**config.mk**
```make
export PLATFORM = sky130hd
export DESIGN_NAME = multicycle_control_unit
export DESIGN_NICKNAME = d
export VERILOG_FILES = /design/src/rtl/rv32_pkg.sv /design/src/rtl/mcyc_opcode_class.sv /design/src/rtl/multicycle_control_unit.sv
export SDC_FILE = /design/constraint.sdc
export NUM_CORES = 1
export LEC_CHECK = 0
export ABC_AREA = 1
export ABC_CLOCK_PERIOD_IN_PS = 3300
export CAP_MARGIN = 5
export CORE_MARGIN = 2
export CORE_UTILIZATION = 38
export CTS_CLUSTER_SIZE = 25
export DETAILED_ROUTE_END_ITERATION = 8
export PLACE_DENSITY = 0.77
export SKIP_LAST_GASP = 1
export SYNTH_ARGS = -nofsm -noshare
export SYNTH_HDL_FRONTEND = slang
export SYNTH_SLANG_ARGS = --single-unit
```
**constraint.sdc**
```tcl
create_clock -name clk -period 3.3 [get_ports clk]
set_clock_uncertainty 0.05 [all_clocks]
set_input_delay 0.99 -clock clk [delete_from_list [all_inputs] [get_ports clk]]
set_output_delay 0.99 -clock clk [all_outputs]
set_load 0.005 [all_outputs]
```
**src/rtl/rv32_pkg.sv**
```systemverilog
// rv32_pkg: opcodes, FSM states and datapath select encodings shared by the multi-cycle control unit.
// MCYC_JUMP_EN adds the JAL/JALR sequencing states.
package rv32_pkg;
    localparam logic [6:0] OP_R      = 7'b0110011;
    localparam logic [6:0] OP_I      = 7'b0010011;
    localparam logic [6:0] OP_LOAD   = 7'b0000011;
    localparam logic [6:0] OP_STORE  = 7'b0100011;
    localparam logic [6:0] OP_BRANCH = 7'b1100011;
    localparam logic [6:0] OP_AUIPC  = 7'b0010111;
    localparam logic [6:0] OP_JAL    = 7'b1101111;
    localparam logic [6:0] OP_JALR   = 7'b1100111;
    typedef enum logic [3:0] {
        S_FETCH, S_DECODE, S_EXEC_R, S_EXEC_I, S_AUIPC, S_ALU_WB, S_MEM_ADR,
        S_MEM_RD, S_MEM_WB, S_MEM_WR, S_BRANCH, S_TRAP
`ifdef MCYC_JUMP_EN
        , S_JUMP, S_JALR_ADR
`endif
    } state_t;
    typedef enum logic [1:0] {A_PC = 2'b00, A_OLDPC = 2'b01, A_RS1 = 2'b10} alu_src_a_t;
    typedef enum logic [1:0] {B_RS2 = 2'b00, B_IMM = 2'b01, B_FOUR = 2'b10} alu_src_b_t;
    typedef enum logic [1:0] {ALU_FUNCT, ALU_ADD, ALU_OPIMM, ALU_BRANCH} alu_op_t;
    typedef enum logic [1:0] {RES_ALUOUT = 2'b00, RES_MEM = 2'b01, RES_ALU = 2'b10} result_src_t;
    typedef enum logic [3:0] {
        C_R, C_I, C_LOAD, C_STORE, C_BRANCH, C_AUIPC, C_JAL, C_JALR, C_ILLEGAL
    } op_class_t;
endpackage

```
**src/rtl/mcyc_opcode_class.sv**
```systemverilog
// mcyc_opcode_class: classifies IR[6:0] into the instruction class that steers DECODE.
module mcyc_opcode_class
    import rv32_pkg::*;
(
    input  logic [6:0] opcode,
    output logic [3:0] cls
);
    assign cls = opcode == OP_R      ? C_R      :
                 opcode == OP_I      ? C_I      :
                 opcode == OP_LOAD   ? C_LOAD   :
                 opcode == OP_STORE  ? C_STORE  :
                 opcode == OP_BRANCH ? C_BRANCH :
                 opcode == OP_AUIPC  ? C_AUIPC  :
                 opcode == OP_JAL    ? C_JAL    :
                 opcode == OP_JALR   ? C_JALR   : C_ILLEGAL;
endmodule

```
**src/rtl/multicycle_control_unit.sv**
```systemverilog
// multicycle_control_unit: sequences the shared-memory, single-ALU RV32I datapath.
// Define MCYC_JUMP_EN to decode JAL/JALR; otherwise they trap.
module multicycle_control_unit
    import rv32_pkg::*;
(
    input  logic       clk,
    input  logic       rst_n,
    input  logic [6:0] opcode,
    input  logic       br_taken,
    input  logic       mem_ready,
    output logic       mem_req,
    output logic       mem_we,
    output logic       adr_src,
    output logic       ir_we,
    output logic       pc_we,
    output logic       reg_we,
    output logic [1:0] alu_src_a,
    output logic [1:0] alu_src_b,
    output logic [1:0] alu_op,
    output logic [1:0] result_src,
    output logic       retire,
    output logic       illegal
);
    state_t     state, next;
    logic [3:0] cls;

    mcyc_opcode_class u_class (.opcode(opcode), .cls(cls));

    always_ff @(posedge clk)
        state <= rst_n ? next : S_FETCH;

    // Outputs decode the current state; holding reset low silences everything in the same cycle.
    always_comb begin
        next       = state;
        mem_req    = 1'b0;
        mem_we     = 1'b0;
        adr_src    = 1'b0;
        ir_we      = 1'b0;
        pc_we      = 1'b0;
        reg_we     = 1'b0;
        alu_src_a  = A_PC;
        alu_src_b  = B_RS2;
        alu_op     = ALU_FUNCT;
        result_src = RES_ALUOUT;
        retire     = 1'b0;
        illegal    = 1'b0;
        if (rst_n)
            case (state)
                S_FETCH: begin
                    mem_req    = 1'b1;
                    alu_src_b  = B_FOUR;
                    alu_op     = ALU_ADD;
                    result_src = RES_ALU;
                    ir_we      = mem_ready;
                    pc_we      = mem_ready;
                    next       = mem_ready ? S_DECODE : S_FETCH;
                end
                S_DECODE: begin
                    alu_src_a = A_OLDPC;
                    alu_src_b = B_IMM;
                    alu_op    = ALU_ADD;
                    case (cls)
                        C_R:      next = S_EXEC_R;
                        C_I:      next = S_EXEC_I;
                        C_LOAD:   next = S_MEM_ADR;
                        C_STORE:  next = S_MEM_ADR;
                        C_BRANCH: next = S_BRANCH;
                        C_AUIPC:  next = S_AUIPC;
`ifdef MCYC_JUMP_EN
                        C_JAL:    next = S_JUMP;
                        C_JALR:   next = S_JALR_ADR;
`endif
                        default:  next = S_TRAP;
                    endcase
                end
                S_EXEC_R: begin
                    alu_src_a = A_RS1;
                    next      = S_ALU_WB;
                end
                S_EXEC_I: begin
                    alu_src_a = A_RS1;
                    alu_src_b = B_IMM;
                    alu_op    = ALU_OPIMM;
                    next      = S_ALU_WB;
                end
                S_AUIPC: begin
                    alu_src_a = A_OLDPC;
                    alu_src_b = B_IMM;
                    alu_op    = ALU_ADD;
                    next      = S_ALU_WB;
                end
                S_ALU_WB: begin
                    reg_we = 1'b1;
                    retire = 1'b1;
                    next   = S_FETCH;
                end
                S_MEM_ADR: begin
                    alu_src_a = A_RS1;
                    alu_src_b = B_IMM;
                    alu_op    = ALU_ADD;
                    next      = cls == C_LOAD ? S_MEM_RD : S_MEM_WR;
                end
                S_MEM_RD: begin
                    mem_req = 1'b1;
                    adr_src = 1'b1;
                    next    = mem_ready ? S_MEM_WB : S_MEM_RD;
                end
                S_MEM_WB: begin
                    reg_we     = 1'b1;
                    result_src = RES_MEM;
                    retire     = 1'b1;
                    next       = S_FETCH;
                end
                S_MEM_WR: begin
                    mem_req = 1'b1;
                    mem_we  = 1'b1;
                    adr_src = 1'b1;
                    retire  = mem_ready;
                    next    = mem_ready ? S_FETCH : S_MEM_WR;
                end
                S_BRANCH: begin
                    alu_src_a = A_RS1;
                    alu_op    = ALU_BRANCH;
                    pc_we     = br_taken;
                    retire    = 1'b1;
                    next      = S_FETCH;
                end
`ifdef MCYC_JUMP_EN
                S_JALR_ADR: begin
                    alu_src_a = A_RS1;
                    alu_src_b = B_IMM;
                    alu_op    = ALU_ADD;
                    next      = S_JUMP;
                end
                S_JUMP: begin
                    alu_src_a = A_OLDPC;
                    alu_src_b = B_FOUR;
                    alu_op    = ALU_ADD;
                    pc_we     = 1'b1;
                    next      = S_ALU_WB;
                end
`endif
                S_TRAP: illegal = 1'b1;
                default: next = S_TRAP;
            endcase
    end
endmodule

```
==> key figures <==
Layout
  • Most frequent cells in the layout: nand2_1 (33), nor2_1 (18), inv_1 (16), clkdlybuf4s50_1 (14), dlygate4sd2_1 (12)
  • Area of the multi-input gates: 376.6 sq um
  • # nets final: 158
  • Fin util: 67.05%
  • Largest registers: state: 4 flops
  • Biggest register: state
  • Commonest non-fill, non-tap cell in the layout: nand2_1
  • Post-route insts no fill: 160
  • Synth-to-Final Area Change: 63.43%
  • Max FFs per register: 4
  • Sequential cell area: 80.08 sq um
  • # fillers: 135
  • Final instance area: 883.3 sq um
  • Share of cells above drive strength 1: 15.17%
  • N_diodes: 0

Pwr
  • Peak VDD IR: 362.5 uV
  • Flop pwr share: 19.0%
  • Internal power: 264.2 uW
  • Total power: 479.9 uW
  • Net switching power: 215.8 uW
  • Leakage power: 0.4643 nW
  • Clock power frac: 12.0%
  • Sw frac: 44.96%
  • Combinational power share: 69.0%
  • Pwr dens: 543.3 mW/mm^2

Worst setup path
  • Worst Path Required: 2260 ps
  • Slowest CP cell: clkdlybuf4s50_1
  • Critical path buffers and inverters: 4
  • Flop2flop setup slack: 1840 ps
  • CP endpoint kind: output pin
  • Worst r2r dst: state[0]$_SDFFE_PN0P_
  • WS Path Type: primary input to output pin
  • RR Startpoint: state[0]$_SDFFE_PN0P_
  • Startpoint Class: primary input
  • Top cell family by delay on the critical path: buffers and inverters
  • Crit path DAT: 2090 ps
  • Top cell by count, worst path: inv_1
  • Largest fanout on the critical path: 2
  • R2R cell count: 9
  • Worst path max stage delay: 480 ps
  • CP Cell Sequence: clkdlybuf4s50_1 -> inv_1 -> nor2_1 -> inv_1 -> a21oi_1 -> dlygate4sd2_1

Clock tree
  • # clock sinks: 4
  • Clk Latency, worst-skew pair: 230 ps
  • CTS root buf: clkbuf_4
  • Num CTS Buffers: 3
  • Worst-path clk slew: 40 ps
  • H-tree Lvls: 1
  • CTS Buffer Depth: 2
  • CTS tree: built

Global routing
  • Met1 usage: 26.72%
  • Top Usage Layer GRT: met2
  • Initial antenna violation count: 0
  • Number of global-route vias before repair: 677
  • Met2 GRT Util: 31.87%
  • GR Util met3: 3.478%
  • Grt ovf: 0
  • Largest net degree at the start of global routing: 14
  • First-pass GRT wire length: 2801 um
  • Total GRT Usage: 19.77%

Timing
  • Max Slew Vio Count: 0
  • Max Freq: 319.2 MHz
  • RSZ-0062 raised after global routing: false
  • Rel. slew slack: 83.86%
  • Final period util: 94.94%
  • Fin crit period: 3133 ps
  • Hold slack: 662.8 ps
  • Post-route setup TNS: 0 ps
  • Hold Vio Cnt, Final: 0
  • Worst slew pin tran: 240.3 ps
  • Final worst slack: 167.1 ps
  • Final setup fails: 0

Synthesis
  • Yosys cell types: 20
  • Post-Syn Nets: 121
  • Yosys warning total: 0
  • Syn avg cell area: 4.914 sq um
  • Post-Syn Area: 540.5 sq um
  • Cells after Synth: 110
  • #FFs+latches synth: 4
  • Sequential area share after synthesis: 14.81%

Worst hold path
  • Hold/Removal Path Class: register to register
  • Sink of the worst hold path: state[2]$_SDFFE_PN0P_
  • Hold path cells: 4
  • HP Start: state[2]$_SDFFE_PN0P_

Die
  • Die X: 41.72 um
  • Initial Utilization: 41.03%
  • Top Ports: 27
  • Die Ht: 41.72 um
  • Core area: 0.001318 sq mm
  • Die area: 0.001740 sq mm
  • # rows: 13

Drt
  • Drt pass-1 iters: 4
  • Detailed-route via count: 772
  • Routed WL per cell: 9.513 um
  • 1st-iter DRT viols: 21
  • Post-route DRC: 0
  • Final WL: 1522 um
  • Via/cell ratio: 4.825
  • ANT nets after route: 0

Run status
  • Outcome: finished clean

Placed design
  • IO buf count: 26
  • Dpl cells: 156
  • Final GP Congestion: 0.8901
  • DP Wirelength: 1276 um
  • DP Area: 860.8 sq um
  • Pre-CTS setup slack: -185.7 ps

Run
  • Max-cap violations: 0
cells by family (layout without fill, tap and decap cells):
group / count (synthesis) / in the layout / synth area share [%]
flops: 4 / 4 / 14.82
compound gates: 17 / 17 / 17.59
buf+inv: 22 / 57 / 15.97
simple gates: 67 / 67 / 51.62
power by group through the flow:
| stage | Combinational [mW] | Sequential (mW) | Clock (mW) |
|---|---|---|---|
| after floorplan | 0.197 | 0.0859 | 0 |
| after detailed placement | 0.344 | 0.0907 | 0 |
| after CTS | 0.332 | 0.0901 | 0.0596 |
| after global routing | 0.372 | 0.0954 | 0.0658 |
| after global placement | 0.342 | 0.0901 | 0 |
| final | 0.331 | 0.0912 | 0.0574 |
worst max path at each step:
stage,startpoint,to,slack (ps),cells after the start
2_1_floorplan,rst_n,result_src[1],620,4
3_3_place_gp,rst_n,alu_src_b[0],-140,5
3_5_place_dp,rst_n,alu_src_b[0],-190,5
4_1_cts,mem_ready,pc_we,170,6
5_1_grt,rst_n,adr_src,90,5
6_report,mem_ready,pc_we,170,6
tightest hold or removal path: stages (launching register included):
cell and delay, ps:
dfxtp_1 330, inv_2 80, nor2_2 50, nand3_1 100
a31oi_1 100
layout make-up:
type / instances / share of cell area (%)
inverter: 20 / 8.640
multi-input combinational: 84 / 42.63
sequential: 4 / 9.065
tap: 15 / 2.125
clock buffer: 3 / 2.550
timing repair buffer: 34 / 34.99
cell usage after synthesis, drive strengths merged:
library cell	instances	share of area, %
a21oi	9	8.3
nor3	3	2.8
o21ai	3	2.8
o211ai	1	1.4
dfxtp	4	15
clkinv	1	0.69
a41oi	1	1.6
nand3	5	4.6
nand2	34	24
buf	2	2.1
nor2	24	19
inv	19	13
nand4	1	1.2
a31oi	2	2.3
o22ai	1	1.2
routing by layer:
layer / vias up / part of all wire [%]
met1: 330 / 49
met4: 0 / 0
met3: 0 / 4.7
li1: 416 / -
met2: 26 / 46
met5: - / 0
repair_timing:
item                       4_1_cts  5_1_grt
resized for setup               15        0
setup buffers                    1        0
setup endpoints to repair       15        0
hold buffers                     0        0
No activity file was read; power rests on OpenSTA's default activity.
